File: src/rtl/calc1_port_scheduler_pkg.sv
// calc1 port scheduler shared definitions.
// Command/response codes, port state encoding, tag layout.
package calc1_sched_pkg;

  localparam int TAG_W = 3;
  localparam int NPORT = 4;

  localparam logic [1:0] PORT1 = 2'd0;

  localparam logic [3:0] CMD_NONE = 4'd0;
  localparam logic [3:0] CMD_ADD  = 4'd1;
  localparam logic [3:0] CMD_SUB  = 4'd2;
  localparam logic [3:0] CMD_SHL  = 4'd5;
  localparam logic [3:0] CMD_SHR  = 4'd6;

  localparam logic [1:0] RESP_NONE = 2'd0;
  localparam logic [1:0] RESP_OK   = 2'd1;
  localparam logic [1:0] RESP_ERR  = 2'd2;

  typedef enum logic [2:0] {
    ST_IDLE,
    ST_OP2,
    ST_PEND,
    ST_WAIT,
    ST_RESP
  } port_state_e;

  function automatic logic cmd_ok(input logic [3:0] c);
    logic ok;
    ok = 1'b0;
    unique case (1'b1)
      (c == CMD_ADD): ok = 1'b1;
      (c == CMD_SUB): ok = 1'b1;
      (c == CMD_SHL): ok = 1'b1;
      (c == CMD_SHR): ok = 1'b1;
      default:        ok = 1'b0;
    endcase
    return ok;
  endfunction

endpackage

File: src/rtl/calc1_port_scheduler_port_ctl.sv
// calc1 per-port request controller: capture, wait, respond.
// cmd_in/data_in pins in; eligible/cmd/op1/op2/tag_seq to arbiter;
// grant/done_* from top; resp/data one-cycle response out.
module calc1_port_ctl #(
  parameter int TIMEOUT = 64
) (
  input  logic        clk,
  input  logic        rst,
  input  logic [3:0]  cmd_in,
  input  logic [31:0] data_in,
  input  logic        grant,
  input  logic        done_hit,
  input  logic [1:0]  done_resp,
  input  logic [31:0] done_data,
  output logic        eligible,
  output logic        waiting,
  output logic        seq,
  output logic        tag_seq,
  output logic [3:0]  cmd,
  output logic [31:0] op1,
  output logic [31:0] op2,
  output logic [1:0]  resp,
  output logic [31:0] data
);
  import calc1_sched_pkg::*;

  localparam int CW = $clog2(TIMEOUT);
  // Last WAIT cycle: the response then lands
  // exactly TIMEOUT cycles after acceptance.
  localparam logic [CW-1:0] CNT_LAST =
    CW'(TIMEOUT - 2);

  port_state_e state_q, state_d;
  logic [3:0]    cmd_q, cmd_d;
  logic [31:0]   op1_q, op1_d;
  logic [31:0]   op2_q, op2_d;
  logic          bad_q, bad_d;
  logic          seq_q, seq_d;
  logic [CW-1:0] cnt_q, cnt_d;
  logic [1:0]    rsp_q, rsp_d;
  logic [31:0]   rdat_q, rdat_d;

  always_ff @(posedge clk or posedge rst) begin
    if (rst) begin
      state_q <= ST_IDLE;
      cmd_q   <= CMD_NONE;
      op1_q   <= '0;
      op2_q   <= '0;
      bad_q   <= 1'b0;
      seq_q   <= 1'b0;
      cnt_q   <= '0;
      rsp_q   <= RESP_NONE;
      rdat_q  <= '0;
    end else begin
      state_q <= state_d;
      cmd_q   <= cmd_d;
      op1_q   <= op1_d;
      op2_q   <= op2_d;
      bad_q   <= bad_d;
      seq_q   <= seq_d;
      cnt_q   <= cnt_d;
      rsp_q   <= rsp_d;
      rdat_q  <= rdat_d;
    end
  end

  always_comb begin
    state_d = state_q;
    cmd_d   = cmd_q;
    op1_d   = op1_q;
    op2_d   = op2_q;
    bad_d   = bad_q;
    seq_d   = seq_q;
    cnt_d   = cnt_q;
    rsp_d   = rsp_q;
    rdat_d  = rdat_q;
    unique case (state_q)
      ST_IDLE: begin
        if (cmd_in != CMD_NONE) begin
          cmd_d   = cmd_in;
          op1_d   = data_in;
          state_d = ST_OP2;
        end
      end
      ST_OP2: begin
        op2_d   = data_in;
        bad_d   = !cmd_ok(cmd_q);
        state_d = ST_PEND;
      end
      ST_PEND: begin
        // A rejected command parks here one cycle,
        // never offered to the arbiter.
        if (bad_q) begin
          rsp_d   = RESP_ERR;
          rdat_d  = '0;
          state_d = ST_RESP;
        end else if (grant) begin
          seq_d   = ~seq_q;
          cnt_d   = '0;
          state_d = ST_WAIT;
        end
      end
      ST_WAIT: begin
        cnt_d = cnt_q + 1'b1;
        if (done_hit) begin
          rsp_d   = done_resp;
          rdat_d  = done_data;
          state_d = ST_RESP;
        end else if (cnt_q == CNT_LAST) begin
          rsp_d   = RESP_ERR;
          rdat_d  = '0;
          state_d = ST_RESP;
        end
      end
      ST_RESP: state_d = ST_IDLE;
      default: state_d = ST_IDLE;
    endcase
  end

  assign eligible = (state_q == ST_PEND) && !bad_q;
  assign waiting  = (state_q == ST_WAIT);
  assign seq      = seq_q;
  // Dispatched tag carries the post-toggle seq,
  // which is what seq_q holds while in WAIT.
  assign tag_seq  = ~seq_q;
  assign cmd      = cmd_q;
  assign op1      = op1_q;
  assign op2      = op2_q;
  assign resp = (state_q == ST_RESP) ? rsp_q
                                     : RESP_NONE;
  assign data = (state_q == ST_RESP) ? rdat_q
                                     : '0;

endmodule

File: src/rtl/calc1_port_scheduler.sv
// calc1 scheduler: four request ports share one engine.
// reqN_* in, outN_* out, alu_* engine handshake, sched_err sticky.
module calc1_port_scheduler #(
  parameter int TIMEOUT = 64,
  parameter int TAG_W   = 3
) (
  input  logic             c_clk,
  input  logic             reset,
  input  logic [3:0]       req1_cmd_in,
  input  logic [31:0]      req1_data_in,
  input  logic [3:0]       req2_cmd_in,
  input  logic [31:0]      req2_data_in,
  input  logic [3:0]       req3_cmd_in,
  input  logic [31:0]      req3_data_in,
  input  logic [3:0]       req4_cmd_in,
  input  logic [31:0]      req4_data_in,
  output logic [1:0]       out1_resp,
  output logic [31:0]      out1_data,
  output logic [1:0]       out2_resp,
  output logic [31:0]      out2_data,
  output logic [1:0]       out3_resp,
  output logic [31:0]      out3_data,
  output logic [1:0]       out4_resp,
  output logic [31:0]      out4_data,
  output logic             alu_valid,
  input  logic             alu_ready,
  output logic [3:0]       alu_cmd,
  output logic [31:0]      alu_op1,
  output logic [31:0]      alu_op2,
  output logic [TAG_W-1:0] alu_tag,
  input  logic             alu_done,
  input  logic [TAG_W-1:0] alu_tag_in,
  input  logic [1:0]       alu_resp,
  input  logic [31:0]      alu_result,
  output logic             sched_err
);
  import calc1_sched_pkg::*;

  logic [3:0]  req_cmd  [NPORT];
  logic [31:0] req_data [NPORT];
  logic [3:0]  p_cmd    [NPORT];
  logic [31:0] p_op1    [NPORT];
  logic [31:0] p_op2    [NPORT];
  logic [1:0]  p_resp   [NPORT];
  logic [31:0] p_data   [NPORT];
  logic [NPORT-1:0] elig;
  logic [NPORT-1:0] wait_v;
  logic [NPORT-1:0] seq_v;
  logic [NPORT-1:0] tseq_v;
  logic [NPORT-1:0] grant;
  logic [NPORT-1:0] hit;

  logic [1:0] rr_q;
  logic       lock_q;
  logic [1:0] lock_idx_q;
  logic       pick_vld;
  logic [1:0] pick_idx;
  logic [1:0] cand;
  logic [1:0] sel;
  logic       fire;
  logic [1:0] rport;
  logic       rseq;
  logic [1:0] done_resp;
  logic       drop;

  assign req_cmd[0]  = req1_cmd_in;
  assign req_cmd[1]  = req2_cmd_in;
  assign req_cmd[2]  = req3_cmd_in;
  assign req_cmd[3]  = req4_cmd_in;
  assign req_data[0] = req1_data_in;
  assign req_data[1] = req2_data_in;
  assign req_data[2] = req3_data_in;
  assign req_data[3] = req4_data_in;

  assign out1_resp = p_resp[0];
  assign out2_resp = p_resp[1];
  assign out3_resp = p_resp[2];
  assign out4_resp = p_resp[3];
  assign out1_data = p_data[0];
  assign out2_data = p_data[1];
  assign out3_data = p_data[2];
  assign out4_data = p_data[3];

  // Engine status other than ok is reported as error,
  // so the reserved response code never escapes.
  assign done_resp = (alu_resp == RESP_OK) ? RESP_OK
                                           : RESP_ERR;

  for (genvar g = 0; g < NPORT; g++) begin : g_port
    calc1_port_ctl #(
      .TIMEOUT(TIMEOUT)
    ) u_port (
      .clk      (c_clk),
      .rst      (reset),
      .cmd_in   (req_cmd[g]),
      .data_in  (req_data[g]),
      .grant    (grant[g]),
      .done_hit (hit[g]),
      .done_resp(done_resp),
      .done_data(alu_result),
      .eligible (elig[g]),
      .waiting  (wait_v[g]),
      .seq      (seq_v[g]),
      .tag_seq  (tseq_v[g]),
      .cmd      (p_cmd[g]),
      .op1      (p_op1[g]),
      .op2      (p_op2[g]),
      .resp     (p_resp[g]),
      .data     (p_data[g])
    );
  end

  always_comb begin
    pick_vld = 1'b0;
    pick_idx = rr_q;
    cand     = rr_q;
    for (int i = 0; i < NPORT; i++) begin
      cand = rr_q + 2'(i);
      if (!pick_vld && elig[cand]) begin
        pick_vld = 1'b1;
        pick_idx = cand;
      end
    end
  end

  // A stalled offer is pinned until the engine
  // takes it, keeping every alu_* field stable.
  assign sel       = lock_q ? lock_idx_q : pick_idx;
  assign alu_valid = lock_q | pick_vld;
  assign fire      = alu_valid && alu_ready;

  assign alu_cmd = alu_valid ? p_cmd[sel] : '0;
  assign alu_op1 = alu_valid ? p_op1[sel] : '0;
  assign alu_op2 = alu_valid ? p_op2[sel] : '0;
  assign alu_tag = alu_valid
                 ? TAG_W'({tseq_v[sel], sel})
                 : '0;

  always_comb begin
    grant = '0;
    if (fire) grant[sel] = 1'b1;
  end

  always_ff @(posedge c_clk or posedge reset) begin
    if (reset) begin
      rr_q       <= PORT1;
      lock_q     <= 1'b0;
      lock_idx_q <= PORT1;
    end else begin
      if (fire) rr_q <= sel + 2'd1;
      lock_q     <= alu_valid && !alu_ready;
      lock_idx_q <= sel;
    end
  end

  assign rport = alu_tag_in[1:0];
  assign rseq  = alu_tag_in[2];

  always_comb begin
    hit = '0;
    for (int k = 0; k < NPORT; k++) begin
      hit[k] = alu_done && (rport == 2'(k))
            && wait_v[k] && (seq_v[k] == rseq);
    end
  end

  assign drop = alu_done && (hit == '0);

  always_ff @(posedge c_clk or posedge reset) begin
    if (reset) sched_err <= 1'b0;
    else if (drop) sched_err <= 1'b1;
  end

endmodule

File: config.mk
export PLATFORM = sky130hd
export DESIGN_NAME = calc1_port_scheduler
export DESIGN_NICKNAME = d
export VERILOG_FILES = /design/src/rtl/calc1_port_scheduler_pkg.sv /design/src/rtl/calc1_port_scheduler_port_ctl.sv /design/src/rtl/calc1_port_scheduler.sv
export SDC_FILE = /design/constraint.sdc
export NUM_CORES = 1
export LEC_CHECK = 0
export CORE_MARGIN = 1.5
export CORE_UTILIZATION = 47
export CTS_CLUSTER_DIAMETER = 30
export CTS_CLUSTER_SIZE = 12
export DETAILED_ROUTE_END_ITERATION = 6
export PLACE_DENSITY = 0.84
export SLEW_MARGIN = 20
export SYNTH_ARGS = -nofsm -noshare
export SYNTH_HDL_FRONTEND = slang
export SYNTH_SLANG_ARGS = --single-unit
File: constraint.sdc
create_clock -name c_clk -period 14.37 [get_ports c_clk]
set_input_delay 1.437 -clock c_clk [delete_from_list [all_inputs] [get_ports c_clk]]
set_output_delay 1.437 -clock c_clk [all_outputs]
set_load 0.01 [all_outputs]
==> run metrics <==
vertical die dimension=212 um; final setup fails=0; EDFF count, synth=0; Pwr per Cell Area=282 mW/mm2; number of flip-flops and latches in the synthesized netlist=458; root cell of the clock tree=sky130_fd_sc_hd__clkbuf_16; Comb power frac=43.8%; vias per cell=5.76; Setup Fix Bufs, Post-CTS=0; layout filler cell count=2994; count of H-tree levels built during CTS=3; TritonCTS Buffers=a little under 100; area of the die=0.0451 mm2; total of warnings raised by yosys=0; global-route usage over all layers=29.0%; Setup Total Neg Slack=0 ps; number of antenna violations at the first check in global routing=22; top cell type's share of synthesized area=between 50% and 60%; Max IR drop VDD=0.229 mV; Std-Cell Rows=76; slew of the pin with the lowest slew margin=987 ps; most area-hungry cell type in the Yosys netlist=sky130_fd_sc_hd__dfrtp_1; crit-path leading delay family=buffers and inverters; average wire length per cell after detail routing=23.6 um; Sw Ratio=about a third; Largest stage delay, worst path=between 700 and 800 ps; required time at the worst-slack endpoint=12930 ps; initial core utilization=47.7%; Crit. End Element=output port; total number of vias=approximately 16000; clock network fraction of design power=29.2%; CTS tree=done; Post-Synthesis Cell Area=0.0206 mm2; slowest stage cell on the critical path=sky130_fd_sc_hd__clkinv_2; DRC viols=0; number of buffers inserted by port buffering=393; Clock Latency Late Sink=640 ps; critical path startpoint category=flop; most frequently used cell type in the post-synthesis netlist=sky130_fd_sc_hd__dfrtp_1; average footprint of a synthesized cell=12.7 um2; layout cells sized above 1=23.6%; Cell variety after synth=63; pin count of the biggest net entering global routing=105; buffer and inverter count on the worst path=3; Net Switching=2.84 mW; proportion of synthesized flip-flops having asynchronous set or reset=100%; Max Transition Viols Final=0; critical path start-end classification=flop to output port; top post-synthesis cells by count=sky130_fd_sc_hd__dfrtp_1 (458), sky130_fd_sc_hd__nand2_1 (228), sky130_fd_sc_hd__and2_1 (208); worst hold-check path type=flop to flop; last weighted congestion value of the routability-driven placer=0.861; I/O pin total=394; Seq pwr share=27.0%; iteration count of the initial detailed-routing pass=5; dominant synthesized flop cell=sky130_fd_sc_hd__dfrtp_1; residual overflow from global routing=0; RSZ-0062 raised after global routing=no; starting DRC count in detailed routing=1316; Gate Count Post-Synth=1627; ordered list of cells on the worst path=or4b_4 -> and2_1 -> a221oi_1 -> o21a_2 -> clkinv_2 -> buf_4 -> mux4_2 -> and2_1 -> clkdlybuf4s50_1; Util after Layout=66.5%; clock skew=approximately 32 ps; period utilisation layout=between 40% and 50%; final hold violation count=0; Placeable Area=0.0432 mm2; global-route wire length before repair=99100 um; portion of the post-synthesis area used by sequential elements=55.6%; run status=finished clean; worst-case headroom to the max-slew limit=34.2%; Power Internal=5.26 mW; post-layout total power=8.09 mW; total length of routed wires=between 60000 and 70000 um; CP most frequent cell=sky130_fd_sc_hd__and2_1; min Tclk post-route=6980 ps; arrival time reported for the critical path endpoint=5550 ps; Pleak=around 12 nW; number of hold buffers added after cts=0; clock tree sinks=458; number of buffers on the longest clock path=3; post-cts gate resize count=0; vias in the first global route=~17000; area added between synthesis and finish=39.4%; Antenna Nets Post-Route=0; reported max-cap violation count=0; Horiz. Die Dim=~210 um; top cells by area in the synthesized netlist=sky130_fd_sc_hd__dfrtp_1 (56%), sky130_fd_sc_hd__mux2_2 (11%), sky130_fd_sc_hd__mux4_2 (7.5%); Synth Net Count=around 1800; achievable frequency=between 100 and 150 MHz; CTS clock-pin slew for the worst setup and hold paths=40 ps; final HPWL from detailed placement=40100 um; highest net fanout along the worst path=35; NumNets Final=2245
cells by family (layout without fill, tap and decap cells):
group | Yosys count | count (layout) | share of synthesized area [%]
muxes | 268 | 268 | 18.4
AOI/OAI and AO/OA | 208 | 208 | 8.46
DFF | 458 | 458 | 55.6
other | 0 | 14 | 0
xor gates and xnor gates | 19 | 19 | 0.808
buffers and inverters | 120 | 627 | 2.41
and+or+nand+nor | 546 | 546 | 13.8
adders and majority gates | 8 | 8 | 0.486
layer usage:
layer | up-vias | share of wire, % | track usage (%)
li1 | 6698 | - | -
met1 | 8086 | 38 | 34.0
met2 | 768 | 49 | 47.6
met3 | 168 | 9.5 | 10.3
met4 | 16 | 4.0 | 14.0
met5 | - | 0.17 | 0
sequential cells by signal, summed over array words and instances (netlist names):
register / cells
g_port.u_port.op1: 128
g_port.u_port.op2: 128
g_port.u_port.rdat_q: 128
g_port.u_port.cnt_q: 24
g_port.u_port.cmd: 16
g_port.u_port.state_q: 12
g_port.u_port.rsp_q: 8
g_port.u_port.bad_q: 4
g_port.u_port.seq: 4
lock_idx_q: 2
rr_q: 2
lock_q: 1
sched_err: 1
final cells by class:
cell class	count	area (um2)	share of cell area, %
sequential	458	11500	39.9
multi-input combinational	1049	8740	30.4
timing repair buffer	424	4170	14.5
clock buffer	116	2620	9.12
clock inverter	65	877	3.05
tap	585	732	2.55
inverter	22	92.6	0.322
antenna	14	35.0	0.122
final timing paths:
check | depth (start not counted) | slack (ps) | start | to
min in group asynchronous | 2 | 1340 | reset | sched_err$_DFFE_PP0P_
max in group asynchronous | 4 | 10580 | reset | g_port[1].u_port.op2[4]$_DFFE_PP0P_
setup reg to reg | 8 | 9950 | g_port[0].u_port.state_q[0]$_DFFE_PP0P_ | g_port[1].u_port.cnt_q[0]$_DFFE_PP0P_
hold / removal | 1 | 470 | sched_err$_DFFE_PP0P_ | sched_err$_DFFE_PP0P_
setup / recovery | 9 | 7390 | g_port[0].u_port.state_q[0]$_DFFE_PP0P_ | alu_op1[3]
hold reg to reg | 1 | 470 | sched_err$_DFFE_PP0P_ | sched_err$_DFFE_PP0P_
power groups by stage:
stage,logic [mW],clock network [mW],registers [mW]
finish,3.54,2.36,2.19
global route,3.77,2.45,2.24
CTS,3.55,2.38,2.18
detailed placement,3.50,0,2.17
global placement,3.42,0,2.14
floorplan,2.25,0,2.05
per-stage QoR:
stage / area (um2) / cells / hold slack (ps) / setup slack (ps)
2_1_floorplan: 20600 / 1627 / 440 / 164
4_1_cts: 28700 / 2719 / 469 / 7280
3_3_place_gp: 25200 / 2538 / 444 / 8110
3_5_place_dp: 25200 / 2538 / 460 / 7950
5_1_grt: 28700 / 2730 / 489 / 6970
6_report: 28700 / 2733 / 467 / 7390
cells in the final DEF (no fill, tap or decap), drive strengths merged, types with 28 or more instances in the layout:
cell type	count
nand2	229
clkbuf	116
nor2	28
a22o	146
inv	32
mux2	198
dfrtp	458
clkdlybuf4s50	393
buf	31
and2	208
mux4	69
Note: power is estimated with default switching activity, not from simulation.
